## src/rtl/serial_program_loader.sv

```systemverilog
// Serial-to-parallel program feeder for the 8-bit CPU programming port.
// Buffers host bytes in a small FIFO and paces them out on the CPU's ready/done handshake.
module serial_program_loader #(
    parameter int BYTE_COUNT  = 16,
    parameter int FIFO_DEPTH  = 4,
    parameter int SYNC_STAGES = 2
) (
    input  logic                          clk,
    input  logic                          rst_n,
    input  logic                          start,
    input  logic                          ser_clk,
    input  logic                          ser_data,
    input  logic                          cpu_ready,
    input  logic                          cpu_done,
    output logic [7:0]                    prog_data,
    output logic                          programming,
    output logic                          busy,
    output logic [$clog2(FIFO_DEPTH):0]   fifo_count,
    output logic [$clog2(BYTE_COUNT):0]   bytes_sent,
    output logic                          overflow,
    output logic                          underrun
);

    localparam int PW = $clog2(FIFO_DEPTH);
    localparam int CW = PW + 1;
    localparam int BW = $clog2(BYTE_COUNT) + 1;

    typedef enum logic [1:0] {IDLE, LOAD, WAIT_DONE, RUN} state_t;

    state_t state, state_n;

    logic [SYNC_STAGES-1:0] sclk_sync, sdat_sync;
    logic                   sclk_q;
    logic [7:0]             shift_reg;
    logic [2:0]             bit_cnt;
    logic                   rx_edge, push;
    logic [7:0]             rx_byte;

    logic [7:0]             mem [FIFO_DEPTH];
    logic [PW-1:0]          wr_ptr, rd_ptr;
    logic                   empty, full, pop, push_ok, pop_ok, ovf_evt;

    logic                   ready_q, und_evt, clear;
    logic [BW-1:0]          sent_n;

    function automatic logic [BW-1:0] sat_inc(input logic [BW-1:0] v);
        return (v == BW'(BYTE_COUNT)) ? v : v + BW'(1);
    endfunction

    // Receiver: synchronise, detect rising ser_clk, assemble MSB-first bytes
    assign rx_edge = sclk_sync[SYNC_STAGES-1] & ~sclk_q;
    assign rx_byte = {shift_reg[6:0], sdat_sync[SYNC_STAGES-1]};
    assign push    = rx_edge && (bit_cnt == 3'd7);

    always_ff @(posedge clk or negedge rst_n) begin
        if (!rst_n) begin
            sclk_sync <= '0;
            sdat_sync <= '0;
            sclk_q    <= 1'b0;
            shift_reg <= 8'h00;
            bit_cnt   <= 3'd0;
        end else begin
            sclk_sync <= {sclk_sync[SYNC_STAGES-2:0], ser_clk};
            sdat_sync <= {sdat_sync[SYNC_STAGES-2:0], ser_data};
            sclk_q    <= sclk_sync[SYNC_STAGES-1];
            if (rx_edge) begin
                shift_reg <= rx_byte;
                bit_cnt   <= bit_cnt + 3'd1;
            end
        end
    end

    // FIFO: a pop in the same cycle frees a slot, so push-while-full still lands
    assign empty   = (fifo_count == '0);
    assign full    = (fifo_count == CW'(FIFO_DEPTH));
    assign pop     = (state == LOAD) && ready_q && !cpu_ready && (bytes_sent != BW'(BYTE_COUNT));
    assign pop_ok  = pop && !empty;
    assign push_ok = push && (!full || pop_ok);
    assign ovf_evt = push && !push_ok;

    always_ff @(posedge clk) begin
        if (push_ok)
            mem[wr_ptr] <= rx_byte;
    end

    always_ff @(posedge clk or negedge rst_n) begin
        if (!rst_n) begin
            wr_ptr     <= '0;
            rd_ptr     <= '0;
            fifo_count <= '0;
        end else begin
            if (push_ok)
                wr_ptr <= wr_ptr + PW'(1);
            if (pop_ok)
                rd_ptr <= rd_ptr + PW'(1);
            case ({push_ok, pop_ok})
                2'b10:   fifo_count <= fifo_count + CW'(1);
                2'b01:   fifo_count <= fifo_count - CW'(1);
                default: fifo_count <= fifo_count;
            endcase
        end
    end

    // Session control
    assign und_evt = (state == LOAD) && cpu_ready && !ready_q && empty;
    assign sent_n  = pop_ok ? sat_inc(bytes_sent) : bytes_sent;

    always_comb begin
        state_n = state;
        clear   = 1'b0;
        case (state)
            IDLE, RUN: begin
                if (start) begin
                    state_n = LOAD;
                    clear   = 1'b1;
                end
            end
            LOAD: begin
                if (cpu_done)
                    state_n = RUN;
                else if (sent_n == BW'(BYTE_COUNT))
                    state_n = WAIT_DONE;
            end
            WAIT_DONE: begin
                if (cpu_done)
                    state_n = RUN;
            end
            default: state_n = IDLE;
        endcase
    end

    always_ff @(posedge clk or negedge rst_n) begin
        if (!rst_n) begin
            state      <= IDLE;
            ready_q    <= 1'b0;
            bytes_sent <= '0;
            overflow   <= 1'b0;
            underrun   <= 1'b0;
        end else begin
            state      <= state_n;
            ready_q    <= cpu_ready;
            bytes_sent <= clear ? '0 : sent_n;
            overflow   <= (overflow & ~clear) | ovf_evt;
            underrun   <= (underrun & ~clear) | und_evt;
        end
    end

    assign busy        = (state == LOAD) || (state == WAIT_DONE);
    assign programming = busy;
    assign prog_data   = ((state == LOAD) && !empty) ? mem[rd_ptr] : 8'h00;

endmodule

```

## config.mk

```make
export PLATFORM = sky130hd
export DESIGN_NAME = serial_program_loader
export DESIGN_NICKNAME = d
export VERILOG_FILES = /design/src/rtl/serial_program_loader.sv
export SDC_FILE = /design/constraint.sdc
export NUM_CORES = 1
export LEC_CHECK = 0
export ABC_AREA = 1
export CAP_MARGIN = 20
export CORE_ASPECT_RATIO = 0.5
export CORE_MARGIN = 1
export CORE_UTILIZATION = 59
export CTS_BUF_LIST = sky130_fd_sc_hd__clkbuf_2
export DETAILED_ROUTE_END_ITERATION = 7
export PLACE_DENSITY = 0.82
export SLEW_MARGIN = 20
export SYNTH_ARGS = -nofsm -noshare
export SYNTH_HDL_FRONTEND = slang
export SYNTH_SLANG_ARGS = --single-unit
```

## constraint.sdc

```tcl
create_clock -name clk -period 2.74 [get_ports clk]
set_input_delay 0.548 -clock clk [delete_from_list [all_inputs] [get_ports clk]]
set_output_delay 0.548 -clock clk [all_outputs]
set_load 0.005 [all_outputs]
```

* Yosys cells after proc, flatten, opt, wreduce, memory -nomap -nowiden
Memories as Yosys holds them, arrays and structs flattened. Cells that the tools add are included.
Word-level totals: flip-flop bits (word level) 32, memory bits (writable) 32, bits of input ports 7, output and inout bits 20, word-level logic and storage cells 77, memories 1
Cells by class: add/sub/neg operators 6, eq/ne operators 13, multiplexer cells 14, bitwise operators 7, reductions and logical operators 23
Memories:
- mem | depth 4, bits a word 8, rd ports 1, clocked after memory_dff 0, write ports 1, line 39 | logic [7:0] mem [FIFO_DEPTH];
Operators with widths (number):
- two-way mux 5 bit | 3
- logical AND 1 bit | 11
- == test 5 bit, second input constant | 2
- two-way mux 2 bit | 4
- two-way mux 8 bit | 1
- adder 3 x 1 -> 3 bit, second input constant | 2
- == test 2 bit, second input constant | 3
- == test 3 bit, second input constant | 2
- one-hot mux 2 bit (3 select lines) | 1
- one-hot mux 3 bit (2 select lines) | 1
- adder 5 x 1 -> 5 bit, second input constant | 1
- logical NOT 1 bit | 5
- inequality test 5 bit, second input constant | 1
- adder 2 x 1 -> 2 bit, second input constant | 2
- == test 2 x 1 -> 1 bit, second input constant | 2
- two-way mux 1 bit | 4
- inequality test 2 bit, second input constant | 2
- bitwise AND 1 bit | 3
- logical NOT 3 bit | 1
- inequality test 3 x 2 -> 1 bit, second input constant | 1
- AND reduction 3 bit | 1
- subtractor 3 x 1 -> 3 bit, second input constant | 1
- logical NOT 2 bit | 1
- logical OR 1 bit | 2
- 4 further kinds | 6

* Longest topological paths before layout
depth after elaboration 10, depth in mapped cells 16, mapped depth without buffers 15

* Least setup slack after synthesis
Ideal clock, no wire load.
kind register to register, start register bytes_sent[0], end register fifo_count[2], library setup time 0.131 ns, data arrival time 2.167 ns, data required time 2.609 ns, setup slack 0.442 ns, cell stages (with the launch flop) 16, buffers on the path 1, clock period less this slack 2.298 ns, cells stage by stage dfrtp_1 inv_1 ha_1 nand2_1 inv_1 nand2_1 nand3_2 buf_6 nand3_1 nand3_2 ha_1 inv_1 fa_1 a21oi_1 o21ai_0 xor2_1
Between the ends: longest elaborated chain between the ends 7, elaborated cells on any way between the ends 9, classes of those cells eq/ne: 3; mux: 1; reduce/logical: 5
Ends and longest elaborated chain:
- start, declared | line 19 | output logic [$clog2(BYTE_COUNT):0] bytes_sent,
- start signal, assigned | line 142 | bytes_sent <= clear ? '0 : sent_n;
- inequality test 5 bit (*) | line 76 | assign pop = (state == LOAD) && ready_q && !cpu_ready && (bytes_sent != BW'(BYTE_COUNT));
- logical AND 1 bit (*) | line 76
- logical AND 1 bit (*) | line 77 | assign pop_ok = pop && !empty;
- logical OR 1 bit | line 78 | assign push_ok = push && (!full || pop_ok);
- logical AND 1 bit | line 78
- == test 2 x 1 -> 1 bit or == test 2 bit (tied branches) | line 96 | case ({push_ok, pop_ok})
- one-hot mux 3 bit (2 select lines) or nonzero test 2 bit (tied branches)
- end signal, assigned | line 97 | 2'b10: fifo_count <= fifo_count + CW'(1);
- end signal, assigned | line 98 | 2'b01: fifo_count <= fifo_count - CW'(1);
- end signal, assigned | line 99 | default: fifo_count <= fifo_count;
- end, declared | line 18 | output logic [$clog2(FIFO_DEPTH):0] fifo_count,
Mark *: on every way between the ends. The rest lies on a longest branch, timed or not. A chain may end at the register's enable or synchronous reset.

* Final worst setup path
start register state[1], end output prog_data[5]
Between the ends: longest elaborated chain between the ends 3
Ends and longest elaborated chain:
- start, declared | line 30 | state_t state, state_n;
- start signal, assigned | line 140 | state <= state_n;
- == test 2 x 1 -> 1 bit | line 150 | assign prog_data = ((state == LOAD) && !empty) ? mem[rd_ptr] : 8'h00;
- logical AND 1 bit | line 150
- two-way mux 8 bit | line 150
- end, declared | line 15 | output logic [7:0] prog_data,
Every way passes these cells.

==> out/qor.csv <==
metric,value,unit
Gate power share,39.9,%
main combinational cell family by area after synthesis,simple AND/OR/NAND/NOR gates,
Overall Global Routing Usage,23.32,%
die width,100.1,um
top_reg_cell synth,edfxtp_1,
fin. max-slew vios,0,
met1 wire length,2.282,mm
"Largest stage delay, worst path",0.53,ns
simple-gate share of the synthesized area,18.47,%
largest net degree at the start of global routing,26,
Worst Path Arrival,2.06,ns
Maximum Capacitance Violations,0,
"commonest non-fill, non-tap cells in the layout","51 x nand2_1, 47 x nor2_1, 32 x edfxtp_1",
Setup WS pre-CTS,0.1131,ns
Mapped Cells,277,
routed wl met2,2.648,mm
top layer in use,met4,
Rows,17,
IO Port Bufs,26,
met3 wire length,356,um
switching part of the total power,37.59,%
Setup crit end kind,primary output,
Layout Nets,338,
worst setup path class,reg -> out,
first-pass GRT wire length,8.652,mm
via count,2000,
PD cells,866.8,nW/um2
hold crit path type,in -> async,
synth unique cells,25,
adder-cell area share of the yosys netlist,5.553,%
crit share post-route,95.25,%
Synth Cell Area,2839,um2
xor/xnor share of the synthesized area,2.160,%
initial drt markers,90,
"most common cell after layout, fill and taps aside",nand2_1,
full die area,5110,um2
Via-to-Cell Ratio,5.128,
Net Switching,1.088,mW
fmax,383.1,MHz
post-synthesis compound-gate area fraction,6.214,%
Max H-tree Level,3,
CTS tree,yes,
Final WS setup,0.1300,ns
Yosys Warn Count,0,
layout cells sized above 1,13.89,%
Clock transition at path regs,0.16,ns
routability cong.,0.9565,
Synthesized Nets,296,
slowest CP cell,clkdlybuf4s50_1,
wire length per cell,13.65,um
remaining antenna violation count,0,
final setup violation count,0,
Inserted Clock Buffers,9,
FF-to-FF Start,state[1],
Core Box Area,4509,um2
Pint,1.807,mW
Hold Fails Final Rpt,0,
Yosys reg bits,64,
P&R area growth vs syn,17.63,%
Clk pwr share,15.3,%
ys async rst share,50.00,%
GRT Residual Overflow,0,
antenna violations before repair,0,
status,"finished, final reports clean",
ant diodes,0,
Finished Cell Area,3339,um2
max reg flops,32,
Fill cells,310,
worst-path cell chain,inv_1 -> ha_2 -> nand2_4 -> a21oi_1 -> clkdlybuf4s50_1,
post-layout min period,2.610,ns
detailed-placement wirelength estimate,3.710,mm
Skew-Pair Late Insertion Delay,0.46,ns
Die H,51.05,um
Layout Skew,0.01288,ns
CP required,2.19,ns
clk buf depth,2,
CP Launch Point,state[1],
cell area after placement,3219,um2
CTS Root Cell,clkbuf_2,
num ports,27,
post-synthesis mux area share,0,%
Slew HR,76.39,%
hold_buf cts,0,
"IR drop worst, VDD",0.4982,mV
DRC viols,0,
Hold WS,0.3376,ns
Initial Util,62.96,%
Worst setup SP type,register,
Worst-Margin Slew,0.3530,ns
sequential share of the synthesized area,62.05,%
Static Leak,1.441,nW
vias in the first global route,1946,
"Max FO, Critical Path",8,
"Avg Cell Area, Syn",10.25,um2
number of clock sinks,64,
total routed wirelength,5.324,mm
First-pass DRT Iterations,5,
number of synthesized flops with an enable pin,32,
Reg power frac,44.8,%
cell type report:
type	instances	area [um2]	area share, %
clock buffers	10	50.05	1.499
clock inverters	6	36.28	1.087
inverters	32	123.9	3.709
multi-input cells	174	929.6	27.84
flip-flops and latches	64	1763	52.79
well taps	66	82.58	2.473
repair buffers	38	354.1	10.60
path summary, 6_finish.rpt:
kind / end / slack [ns] / cells after the start
max: prog_data[5] / 0.13 / 5
min: sclk_sync[0] / 0.34 / 1
max reg2reg: fifo_count[2] / 0.36 / 12
min reg2reg: sdat_sync[1] / 0.36 / 0
max in group asynchronous: rd_ptr[0] / 1.76 / 2
min in group clk: sdat_sync[1] / 0.36 / 0
stage by stage:
step	power (mW)	setup TNS [ns]	utilization, %	instances
after floorplan	1.958	0	-	277
after global placement	2.339	0	71.39	372
after detailed placement	2.404	0	71.39	372
after CTS	2.869	0	73.50	388
after global routing	3.117	-0.005422	74.06	390
final	2.895	0	74.06	390
power groups by stage:
stage | Sequential [mW] | Combinational [mW] | Clock (mW)
global route | 1.32 | 1.30 | 0.496
floorplan | 1.27 | 0.686 | 0
finish | 1.30 | 1.16 | 0.442
global placement | 1.29 | 1.05 | 0
detailed placement | 1.30 | 1.10 | 0
CTS | 1.29 | 1.12 | 0.457
repair_timing:
item / in CTS / in global routing
endpoints found under the hold margin: 0 / 0
pin swaps: 0 / 0
setup buffers: 0 / 1
cloned: 0 / 1
endpoints found under the setup margin: 8 / 8
resized for setup: 3 / 4
synth_stat cells, types with 2 or more instances:
cell type	number	area share [%]
xor2_1	5	1.5
ha_1	11	4.8
nand3_1	5	0.88
edfxtp_1	32	34
nor2_2	2	0.44
nand2_1	52	6.9
inv_1	31	4.1
clkbuf_1	4	0.53
nor2_1	47	6.2
nand3_2	3	1.1
o21ai_0	21	3.7
nor2_4	2	0.79
a21oi_1	11	1.9
or2_2	2	0.44
xnor2_1	2	0.62
dfrtp_1	32	28
nand4_1	4	0.88
nand2_2	4	0.88
logic make-up (layout without fill, tap and decap cells):
| kind of cell | after synthesis | count (layout) |
|---|---|---|
| DFF | 64 | 64 |
| buffers and inverters | 39 | 86 |
| AOI/OAI and AO/OA | 34 | 34 |
| and+or+nand+nor | 121 | 121 |
| adders and majority gates | 12 | 12 |
| xor gates and xnor gates | 7 | 7 |
routing by layer:
| metal | global-route usage (%) | vias to the layer above |
|---|---|---|
| li1 | - | 983 |
| met1 | 29.97 | 939 |
| met2 | 38.74 | 73 |
| met3 | 6.156 | 5 |
| met4 | 9.179 | 0 |
| met5 | 0 | - |
critical path: cells and delay by family, from the launching register on:
| kind | cells | cell delay, ns |
|---|---|---|
| simple gates | 1 | 0.12 |
| fa+ha+maj | 1 | 0.26 |
| flops | 1 | 0.44 |
| compound gates | 1 | 0.18 |
| buf+inv | 2 | 0.60 |
(Power assumes the default switching activity.)
